<file path="config.mk">
export PLATFORM = sky130hd
export DESIGN_NAME = ps2_host_tx
export DESIGN_NICKNAME = d
export VERILOG_FILES = /design/src/rtl/ps2_pkg.sv /design/src/rtl/ps2_line_filter.sv /design/src/rtl/ps2_host_tx.sv
export SDC_FILE = /design/constraint.sdc
export NUM_CORES = 1
export LEC_CHECK = 0
export ABC_AREA = 0
export ABC_CLOCK_PERIOD_IN_PS = 1870
export CAP_MARGIN = 20
export CORE_UTILIZATION = 59
export DETAILED_ROUTE_END_ITERATION = 6
export PLACE_DENSITY = 0.84
export SETUP_SLACK_MARGIN = 0.05
export SKIP_LAST_GASP = 1
export SLEW_MARGIN = 0
export SYNTH_ARGS = -nofsm -noshare
export SYNTH_HDL_FRONTEND = slang
export SYNTH_SLANG_ARGS = --single-unit
</file>
<file path="constraint.sdc">
create_clock -name i_clk_25MHz -period 1.87 [get_ports i_clk_25MHz]
set_input_delay 0.187 -clock i_clk_25MHz [delete_from_list [all_inputs] [get_ports i_clk_25MHz]]
set_output_delay 0.187 -clock i_clk_25MHz [all_outputs]
set_load 0.02 [all_outputs]
</file>
<file path="src/rtl/ps2_pkg.sv">
// Shared PS/2 definitions: transmitter states, command codes, default timing
// and the odd-parity helper used when framing a host command.
package ps2_pkg;

  localparam int DEF_INHIBIT_CYCLES = 2600;
  localparam int DEF_FILTER_LEN     = 8;
  localparam int DEF_TIMEOUT_CYCLES = 50000;

  localparam logic [7:0] CMD_SET_LED = 8'hED;
  localparam logic [7:0] CMD_RESET   = 8'hFF;

  typedef enum logic [2:0] {
    IDLE,
    INHIBIT,
    RTS,
    SEND,
    ACK,
    WAIT_IDLE,
    DONE
  } tx_state_e;

  function automatic logic oddParity(input logic [7:0] data);
    return ~^data;
  endfunction

endpackage

</file>
<file path="src/rtl/ps2_line_filter.sv">
// Conditions one raw PS/2 line: 2-flop synchronizer, FILTER_LEN-sample
// debounce and a registered falling-edge pulse of the filtered level.
module ps2_line_filter
  import ps2_pkg::*;
#(
  parameter int FILTER_LEN = DEF_FILTER_LEN
) (
  input  logic i_clk,
  input  logic i_rst,
  input  logic i_raw,
  output logic o_level,
  output logic o_fall
);

  localparam int CW = $clog2(FILTER_LEN + 1);

  logic [1:0]    r_sync;
  logic [CW-1:0] r_cnt;
  logic          r_level;
  logic          r_levelDly;
  logic          r_fall;

  // Idle PS/2 lines float high, so everything resets to the released level.
  always_ff @(posedge i_clk or posedge i_rst) begin
    if (i_rst) begin
      r_sync     <= 2'b11;
      r_cnt      <= '0;
      r_level    <= 1'b1;
      r_levelDly <= 1'b1;
      r_fall     <= 1'b0;
    end else begin
      r_sync <= {r_sync[0], i_raw};
      if (r_sync[1] == r_level) begin
        r_cnt <= '0;
      end else if (r_cnt == CW'(FILTER_LEN - 1)) begin
        r_level <= r_sync[1];
        r_cnt   <= '0;
      end else begin
        r_cnt <= r_cnt + CW'(1);
      end
      r_levelDly <= r_level;
      r_fall     <= r_levelDly & ~r_level;
    end
  end

  assign o_level = r_level;
  assign o_fall  = r_fall;

endmodule

</file>
<file path="src/rtl/ps2_host_tx.sv">
// Host-to-device PS/2 command sender: inhibits the bus, requests to send,
// shifts the framed byte out on device clock edges and checks the ACK.
module ps2_host_tx
  import ps2_pkg::*;
#(
  parameter int INHIBIT_CYCLES = DEF_INHIBIT_CYCLES,
  parameter int FILTER_LEN     = DEF_FILTER_LEN,
  parameter int TIMEOUT_CYCLES = DEF_TIMEOUT_CYCLES
) (
  input  logic       i_clk_25MHz,
  input  logic       i_rst,
  input  logic       i_ps2_clk_in,
  input  logic       i_ps2_data_in,
  output logic       o_ps2_clk_oe,
  output logic       o_ps2_data_oe,
  input  logic       i_cmd_valid,
  input  logic [7:0] i_cmd_byte,
  output logic       o_cmd_ready,
  output logic       o_rx_inhibit,
  output logic       o_done,
  output logic       o_ack_ok,
  output logic       o_err
);

  localparam logic [16:0] START_BIT_AT = 17'(INHIBIT_CYCLES - 2);
  localparam logic [16:0] INHIBIT_LAST = 17'(INHIBIT_CYCLES - 1);
  localparam logic [16:0] TIMEOUT_LAST = 17'(TIMEOUT_CYCLES - 1);

  tx_state_e   r_state;
  logic [16:0] r_cnt;
  logic [9:0]  r_frame;
  logic [3:0]  r_bitIdx;
  logic        r_clkOe;
  logic        r_dataOe;
  logic        r_rxInhibit;
  logic        r_done;
  logic        r_ackOk;
  logic        r_err;
  logic        r_cmdReady;

  logic w_clkLevel;
  logic w_clkFall;
  logic w_dataLevel;
  logic w_dataFallUnused;

  ps2_line_filter #(.FILTER_LEN(FILTER_LEN)) u_clkFilter (
    .i_clk   (i_clk_25MHz),
    .i_rst   (i_rst),
    .i_raw   (i_ps2_clk_in),
    .o_level (w_clkLevel),
    .o_fall  (w_clkFall)
  );

  ps2_line_filter #(.FILTER_LEN(FILTER_LEN)) u_dataFilter (
    .i_clk   (i_clk_25MHz),
    .i_rst   (i_rst),
    .i_raw   (i_ps2_data_in),
    .o_level (w_dataLevel),
    .o_fall  (w_dataFallUnused)
  );

  // r_frame holds {stop, parity, data} and shifts right as bits go out; the
  // first device falling edge (still in RTS) already drives data bit 0.
  always_ff @(posedge i_clk_25MHz or posedge i_rst) begin
    if (i_rst) begin
      r_state     <= IDLE;
      r_cnt       <= '0;
      r_frame     <= '0;
      r_bitIdx    <= '0;
      r_clkOe     <= 1'b0;
      r_dataOe    <= 1'b0;
      r_rxInhibit <= 1'b0;
      r_done      <= 1'b0;
      r_ackOk     <= 1'b0;
      r_err       <= 1'b0;
      r_cmdReady  <= 1'b1;
    end else begin
      case (r_state)
        IDLE: begin
          if (i_cmd_valid && r_cmdReady) begin
            r_frame     <= {1'b1, oddParity(i_cmd_byte), i_cmd_byte};
            r_cnt       <= '0;
            r_clkOe     <= 1'b1;
            r_rxInhibit <= 1'b1;
            r_cmdReady  <= 1'b0;
            r_state     <= INHIBIT;
          end
        end
        INHIBIT: begin
          r_cnt <= r_cnt + 17'd1;
          if (r_cnt == START_BIT_AT) r_dataOe <= 1'b1;
          if (r_cnt == INHIBIT_LAST) begin
            r_clkOe <= 1'b0;
            r_cnt   <= '0;
            r_state <= RTS;
          end
        end
        DONE: begin
          r_done      <= 1'b0;
          r_ackOk     <= 1'b0;
          r_err       <= 1'b0;
          r_rxInhibit <= 1'b0;
          r_cmdReady  <= 1'b1;
          r_state     <= IDLE;
        end
        default: begin
          r_cnt <= w_clkFall ? '0 : r_cnt + 17'd1;
          if (!w_clkFall && r_cnt == TIMEOUT_LAST) begin
            r_clkOe  <= 1'b0;
            r_dataOe <= 1'b0;
            r_ackOk  <= 1'b0;
            r_err    <= 1'b1;
            r_done   <= 1'b1;
            r_state  <= DONE;
          end else begin
            case (r_state)
              RTS: begin
                if (w_clkFall) begin
                  r_dataOe <= ~r_frame[0];
                  r_frame  <= {1'b0, r_frame[9:1]};
                  r_bitIdx <= '0;
                  r_state  <= SEND;
                end
              end
              SEND: begin
                if (w_clkFall) begin
                  r_dataOe <= ~r_frame[0];
                  r_frame  <= {1'b0, r_frame[9:1]};
                  r_bitIdx <= r_bitIdx + 4'd1;
                  if (r_bitIdx == 4'd8) r_state <= ACK;
                end
              end
              ACK: begin
                if (w_clkFall) begin
                  r_ackOk <= ~w_dataLevel;
                  r_err   <= w_dataLevel;
                  r_state <= WAIT_IDLE;
                end
              end
              WAIT_IDLE: begin
                if (w_clkLevel && w_dataLevel) begin
                  r_done  <= 1'b1;
                  r_state <= DONE;
                end
              end
              default: begin
              end
            endcase
          end
        end
      endcase
    end
  end

  assign o_ps2_clk_oe  = r_clkOe;
  assign o_ps2_data_oe = r_dataOe;
  assign o_cmd_ready   = r_cmdReady;
  assign o_rx_inhibit  = r_rxInhibit;
  assign o_done        = r_done;
  assign o_ack_ok      = r_ackOk;
  assign o_err         = r_err;

endmodule

</file>
## Word level (Yosys, flattened, before mapping)

Index checks and enable logic that the tools add are counted.
Widths: inputs -> output; s select.

| storage, ports and cells | value |
|---|---|
| register bits after elaboration | 57 |
| input port bits | 13 |
| output and inout port bits | 7 |
| word-level logic and storage cells | 144 |

| operators by class | value |
|---|---|
| $add $sub $neg | 4 |
| equal/unequal tests | 25 |
| muxes and demuxes | 50 |
| bitwise gates (word level) | 12 |
| reductions and logical operators | 34 |

Operator list:

| kind | number |
|---|---|
| $mux 17 | 3 |
| $pmux 17 s3 | 1 |
| $mux 10 | 4 |
| $eq 17x12->1 const B | 2 |
| $mux 3 | 8 |
| $mux 4 | 6 |
| $reduce_bool 3->1 | 7 |
| $pmux 10 s2 | 1 |
| $ne 6x5->1 const B | 3 |
| $add 17x1->17 const B | 1 |
| $eq 17x16->1 const B | 1 |
| $mux 1 | 17 |
| $add 4x1->4 const B | 3 |
| $pmux 1 s2 | 6 |
| $pmux 3 s4 | 1 |
| $not 1->1 | 11 |
| $reduce_and 5->1 | 2 |
| $eq 3x3->1 const B | 3 |
| $pmux 3 s3 | 1 |
| $eq 4x3->1 const B | 2 |
| $pmux 4 s2 | 1 |
| $reduce_and 2->1 | 4 |
| $reduce_and 4->1 | 2 |
| $reduce_and 8->1 | 1 |
| other kinds (19) | 34 |

## Logic depth before layout (Yosys ltp)

| logic depth | value |
|---|---|
| depth in word-level cells | 6 |
| gate-level depth with buffers | 7 |
| mapped depth without buffers | 7 |

## Hierarchy

A second synthesis with hierarchy kept.

| unflattened totals | value |
|---|---|
| cell total of the unflattened synthesis | 298 |
| area, all modules | 3,034.2 um^2 |

By module, submodules not included:

| module | times used | cells each | area each (um^2) | seq. area each (um^2) |
|---|---|---|---|---|
| ps2_host_tx | 1 | 252 | 2,348.5 | 1,027.2 |
| ps2_line_filter | 2 | 23 | 342.8 | 230.2 |

## Least setup slack after synthesis

No wires, ideal clock.

| timing path | value |
|---|---|
| path type | flip-flop to flip-flop |
| from | reg r_cmdReady, in the netlist o_cmd_ready |
| to | reg r_cnt[11] |
| setup time | 0.119 ns |
| arrival time | 1.457 ns |
| data required time | 1.751 ns |
| setup slack | 0.295 ns |
| cell stages (with the launch flop) | 7 |
| path buffers | 1 |
| clock period less this slack | 1.575 ns |
| cell sequence | dfstp_2 > a211o_1 > a21oi_2 > buf_4 > nor4b_2 > xnor2_1 > nor2_1 |

| between the ends | value |
|---|---|
| cells in the longest elaborated chain, start to end | 3 |

RTL lines:

| element | line | source |
|---|---|---|
| start, declared | ps2_host_tx.sv:39 | `logic r_cmdReady;` |
| start signal, assigned | ps2_host_tx.sv:76 | `r_cmdReady <= 1'b1;` |
| start signal, assigned | ps2_host_tx.sv:85 | `r_cmdReady <= 1'b0;` |
| start signal, assigned | ps2_host_tx.sv:103 | `r_cmdReady <= 1'b1;` |
| $logic_and 1x1->1 | ps2_host_tx.sv:80 | `if (i_cmd_valid && r_cmdReady) begin` |
| $ne 2x2->1 (no source line) | - |  |
| $reduce_and 2->1 (no source line) | - |  |
| end signal, assigned | ps2_host_tx.sv:90 | `r_cnt <= r_cnt + 17'd1;` |
| end signal, assigned | ps2_host_tx.sv:107 | `r_cnt <= w_clkFall ? '0 : r_cnt + 17'd1;` |
| end, declared | ps2_host_tx.sv:30 | `logic [16:0] r_cnt;` |

No other way between the ends.
A chain may end at the register's enable or synchronous reset.

## Worst setup path after layout

| timing path | value |
|---|---|
| from | reg r_state[2] |
| to | reg r_cnt[8] |

| between the ends | value |
|---|---|
| cells in the longest elaborated chain, start to end | 3 |
| elaborated cells between the ends (all ways) | 7 |
| classes of those cells | eq/ne (3); mux (1); bitwise (1); reduce/logical (2) |

RTL lines:

| element | line | source |
|---|---|---|
| start, declared | ps2_host_tx.sv:29 | `tx_state_e r_state;` |
| start signal, assigned | ps2_host_tx.sv:66 | `r_state <= IDLE;` |
| start signal, assigned | ps2_host_tx.sv:86 | `r_state <= INHIBIT;` |
| start signal, assigned | ps2_host_tx.sv:95 | `r_state <= RTS;` |
| $logic_not 3->1 / $eq 3x3->1 (equally long branches) | ps2_host_tx.sv:78 | `case (r_state)` |
| $ne 2x2->1 (no source line) / $not 1->1 (equally long branches) | - |  |
| $reduce_and 2->1 (no source line) | - |  |

Several ways; a longest one is shown, not always the timed one.

==> impl_metrics.csv <==
group,metric,value,unit
placed_design,gp_congestion,0.869,
final_layout,area_delta_synth_final,18.9,%
pwr,cellLeakagePower,1.46,nW
timing,setup_viol_count_final,0,
grt,global_route.usage.total,0.259,
drt,detailed_router_s_first_iteration_violation_count,146,
floorplanning,num_io_pins,20,
yosys,synth_seq_area_share,0.479,
timing,tightest_slew,482,ps
pwr,powerDensity,1170,mW/mm^2
worst_setup_path,critical_path.cell_chain,"a211o_1 -> a21oi_2 -> buf_12 -> nor4b_2 -> xnor2_1 -> nor2_1",
worst_setup_path,cp.required,2090,ps
final_layout,final-instance-count-excl-fill,406,
clock_tree,cts_hold_buf,0,
run,number_of_max_capacitance_violations_reported,0,
yosys,synth_top_cell_area_share,0.409,
floorplanning,floorplan.initialDensity,0.622,
placed_design,dpl_worst_slack,41.2,ps
clock_tree,clkSinkCount,57,
drt,final_antenna_net_count,0,
yosys,synthArstFlopShare,1.00,
clock_tree,post_cts.repair.setup_buffers,0,
drt,firstDrtPassIters,4,
floorplanning,rows,25,
clock_tree,clk_pin_slew_worst_paths,60,ps
yosys,avgSynthCellArea,9.96,sq um
timing,fin_crit_sh,0.919,
floorplanning,die_w,73.3,um
run_status,run_status,"finished, final reports clean",
floorplanning,floorplan.core_area,0.00482,sq mm
timing,setup_ws,152,ps
yosys,synth.distinct_cells,56,
pwr,max-vdd-ir-drop,0.000828,V
yosys,cell_types_occupying_the_most_area_after_synthesis,"dfrtp_1 41%, dfstp_2 7.0%, xnor2_1 6.4%, nor2_1 3.9%, nand2_1 3.8%",
grt,antenna_found_initial,0,
placed_design,hpwlAfterDp,4.41,mm
worst_hold_path,worstHoldPathType,"input port to asynchronous set/reset pin",
clock_tree,clock-root-buffer,"clkbuf_8",
placed_design,portBuffers,19,
clock_tree,numCtsBuffers,9,
final_layout,design.final.nets,353,
final_layout,fillers,335,
timing,final-max-slew-violation-count,0,
yosys,synth_most_common_cell,"dfrtp_1",
grt,global_route_wire_length_before_repair,10.3,mm
timing,setup_tns,0,ps
clock_tree,cts-root-to-sink-buffers,2,
worst_setup_path,crit_path_max_fanout,23,
final_layout,final_util,0.740,
worst_setup_path,crit_end_category,"flip-flop",
timing,skew,4.24,ps
yosys,yosysTopAreaCell,"dfrtp_1",
yosys,ys.warnings.count,0,
timing,fin_crit,1720,ps
yosys,synth_area,0.00300,sq mm
yosys,count_of_mapped_cells_out_of_synthesis,301,
worst_setup_path,slowest_stage,"dfrtp_1",
timing,timing_hold_violations_final,0,
grt,global_route.overflow_total,0,
clock_tree,tritoncts,"built",
worst_setup_path,cp_data_arrival_time,1940,ps
drt,drt_drc_violations_left,0,
placed_design,dp_cell_count,390,
timing,max_freq,582,MHz
timing,rsz_0062_raised_after_global_routing,"no",
final_layout,final_layout_size_suffix_gt1_frac,0.177,
drt,detail_route.wl_per_cell,14.7,um
clock_tree,ctsResizeCount,0,
floorplanning,chipHeight,73.3,um
clock_tree,clock_insertion_delay_worst_skew,330,ps
grt,via_count_of_the_first_global_routing_pass,2336,
final_layout,antennaDiodeCount,0,
yosys,synth_enable_flop_cells,0,
yosys,synth.cells.most_frequent,"49 x dfrtp_1, 31 x nor2_1, 30 x nand2_1, 22 x xnor2_1, 19 x a21oi_1",
worst_setup_path,slowest_delay,560,ps
drt,dr_total_vias,2353,
clock_tree,htree_levels,3,
timing,slew-limit-headroom,0.676,
yosys,main_synth_ff_type,"dfrtp_1",
drt,detail_route.vias_per_cell,5.80,
yosys,ys_seq_elements,57,
yosys,synth_fp_nets,320,
grt,largest_net_degree_at_the_start_of_global_routing,25,
drt,routed_wl,5.99,mm
floorplanning,dieArea,0.00537,sq mm
worst_setup_path,worstSetupStartpointType,"flip-flop",
worst_setup_path,critical_path_class,"flip-flop to flip-flop",
## routing by layer
| layer | up-vias | share of wire | routed length [um] | global-route usage |
|---|---|---|---|---|
| met2 | 57 | 0.49 | 2960 | 0.417 |
| met5 | - | 0 | 0 | 0 |
| li1 | 1134 | - | - | - |
| met1 | 1148 | 0.45 | 2690 | 0.324 |
| met4 | 0 | 0.021 | 128 | 0.137 |
| met3 | 14 | 0.035 | 207 | 0.0631 |
## logic make-up (layout without fill, tap and decap cells)
logic type / after synthesis / after routing / share of synthesized area
mux: 10 / 10 / 0.0338
xor+xnor: 22 / 22 / 0.0643
compound gates: 60 / 60 / 0.127
simple gates: 124 / 124 / 0.233
fa+ha+maj: 7 / 7 / 0.0284
flops: 57 / 57 / 0.479
buf+inv: 21 / 59 / 0.0346
## registers in the layout (all words and copies together) (netlist names)
register	flops
r_cnt	17
r_frame	10
r_bitIdx	4
u_clkFilter.r_cnt	4
u_dataFilter.r_cnt	4
r_state	3
u_clkFilter.r_sync	2
u_dataFilter.r_sync	2
o_ack_ok	1
o_cmd_ready	1
o_done	1
o_err	1
o_ps2_clk_oe	1
o_ps2_data_oe	1
o_rx_inhibit	1
u_clkFilter.o_fall	1
u_clkFilter.o_level	1
u_clkFilter.r_levelDly	1
u_dataFilter.o_level	1
## metrics by stage
stage | hold WS [ps] | cell area, sq um | power (mW)
floorplan | 191 | 3000 | 2.66
global placement | 345 | 3350 | 2.95
detailed placement | 347 | 3350 | 3.04
CTS | 161 | 3540 | 4.17
global route | 215 | 3560 | 4.45
finish | 162 | 3560 | 4.16
## path summary, 6_finish.rpt
check,slack [ps],depth (start not counted),end,from
max in group asynchronous,1200,3,o_cmd_ready$_DFFE_PP1P_,i_rst
min in group i_clk_25MHz,260,1,u_clkFilter.r_sync[0]$_DFF_PP1_,i_ps2_clk_in
hold / removal,160,2,r_cnt[5]$_DFFE_PP0P_,i_rst
setup / recovery,150,6,r_cnt[8]$_DFFE_PP0P_,r_state[2]$_DFFE_PP0P_
setup reg to reg,150,6,r_cnt[8]$_DFFE_PP0P_,r_state[2]$_DFFE_PP0P_
hold reg to reg,360,0,u_clkFilter.r_sync[1]$_DFF_PP1_,u_clkFilter.r_sync[0]$_DFF_PP1_
## report_power, final
group          internal (mW)  total [mW]  switching (mW)
logic                  0.550        1.18           0.631
registers               1.57        1.86           0.283
clock network          0.646        1.12           0.472
total                   2.77        4.16            1.39
## worst max-delay path, delay by kind of cell, from the launching register on
| family | cells | cell delay, ps |
|---|---|---|
| and+or+nand+nor | 2 | 430 |
| buffers and inverters | 1 | 170 |
| xor gates and xnor gates | 1 | 180 |
| DFF | 1 | 560 |
| AOI/OAI and AO/OA | 2 | 270 |
## layout by cell type (no fill, tap or decap), types with 3 or more instances in the layout
cell type        count
ha_1                 6
nor3_1              10
xnor2_1             22
mux2i_1              9
inv_1                9
nand4_1              3
nand2_1             29
o21bai_1             3
nor4b_2              3
a21oi_1             19
buf_4               11
dfrtp_1             49
and4_1               3
nand3_1             11
nor2_1              31
clkdlybuf4s50_1     19
or2_1                4
o21ai_0             12
dfstp_2              8
clkbuf_8            10
nor2b_1              4
buf_12               3
nor4_2               4
a21o_1               4
## area by class of cell
| cell class | count | area [sq um] | share of cell area |
|---|---|---|---|
| repair buffers | 33 | 333 | 0.0934 |
| clock inverters | 5 | 55.1 | 0.0154 |
| clock buffers | 11 | 141 | 0.0397 |
| flip-flops and latches | 57 | 1440 | 0.403 |
| well taps | 67 | 83.8 | 0.0235 |
| inverters | 10 | 37.5 | 0.0105 |
| multi-input cells | 223 | 1480 | 0.415 |
(Power assumes the default switching activity.)
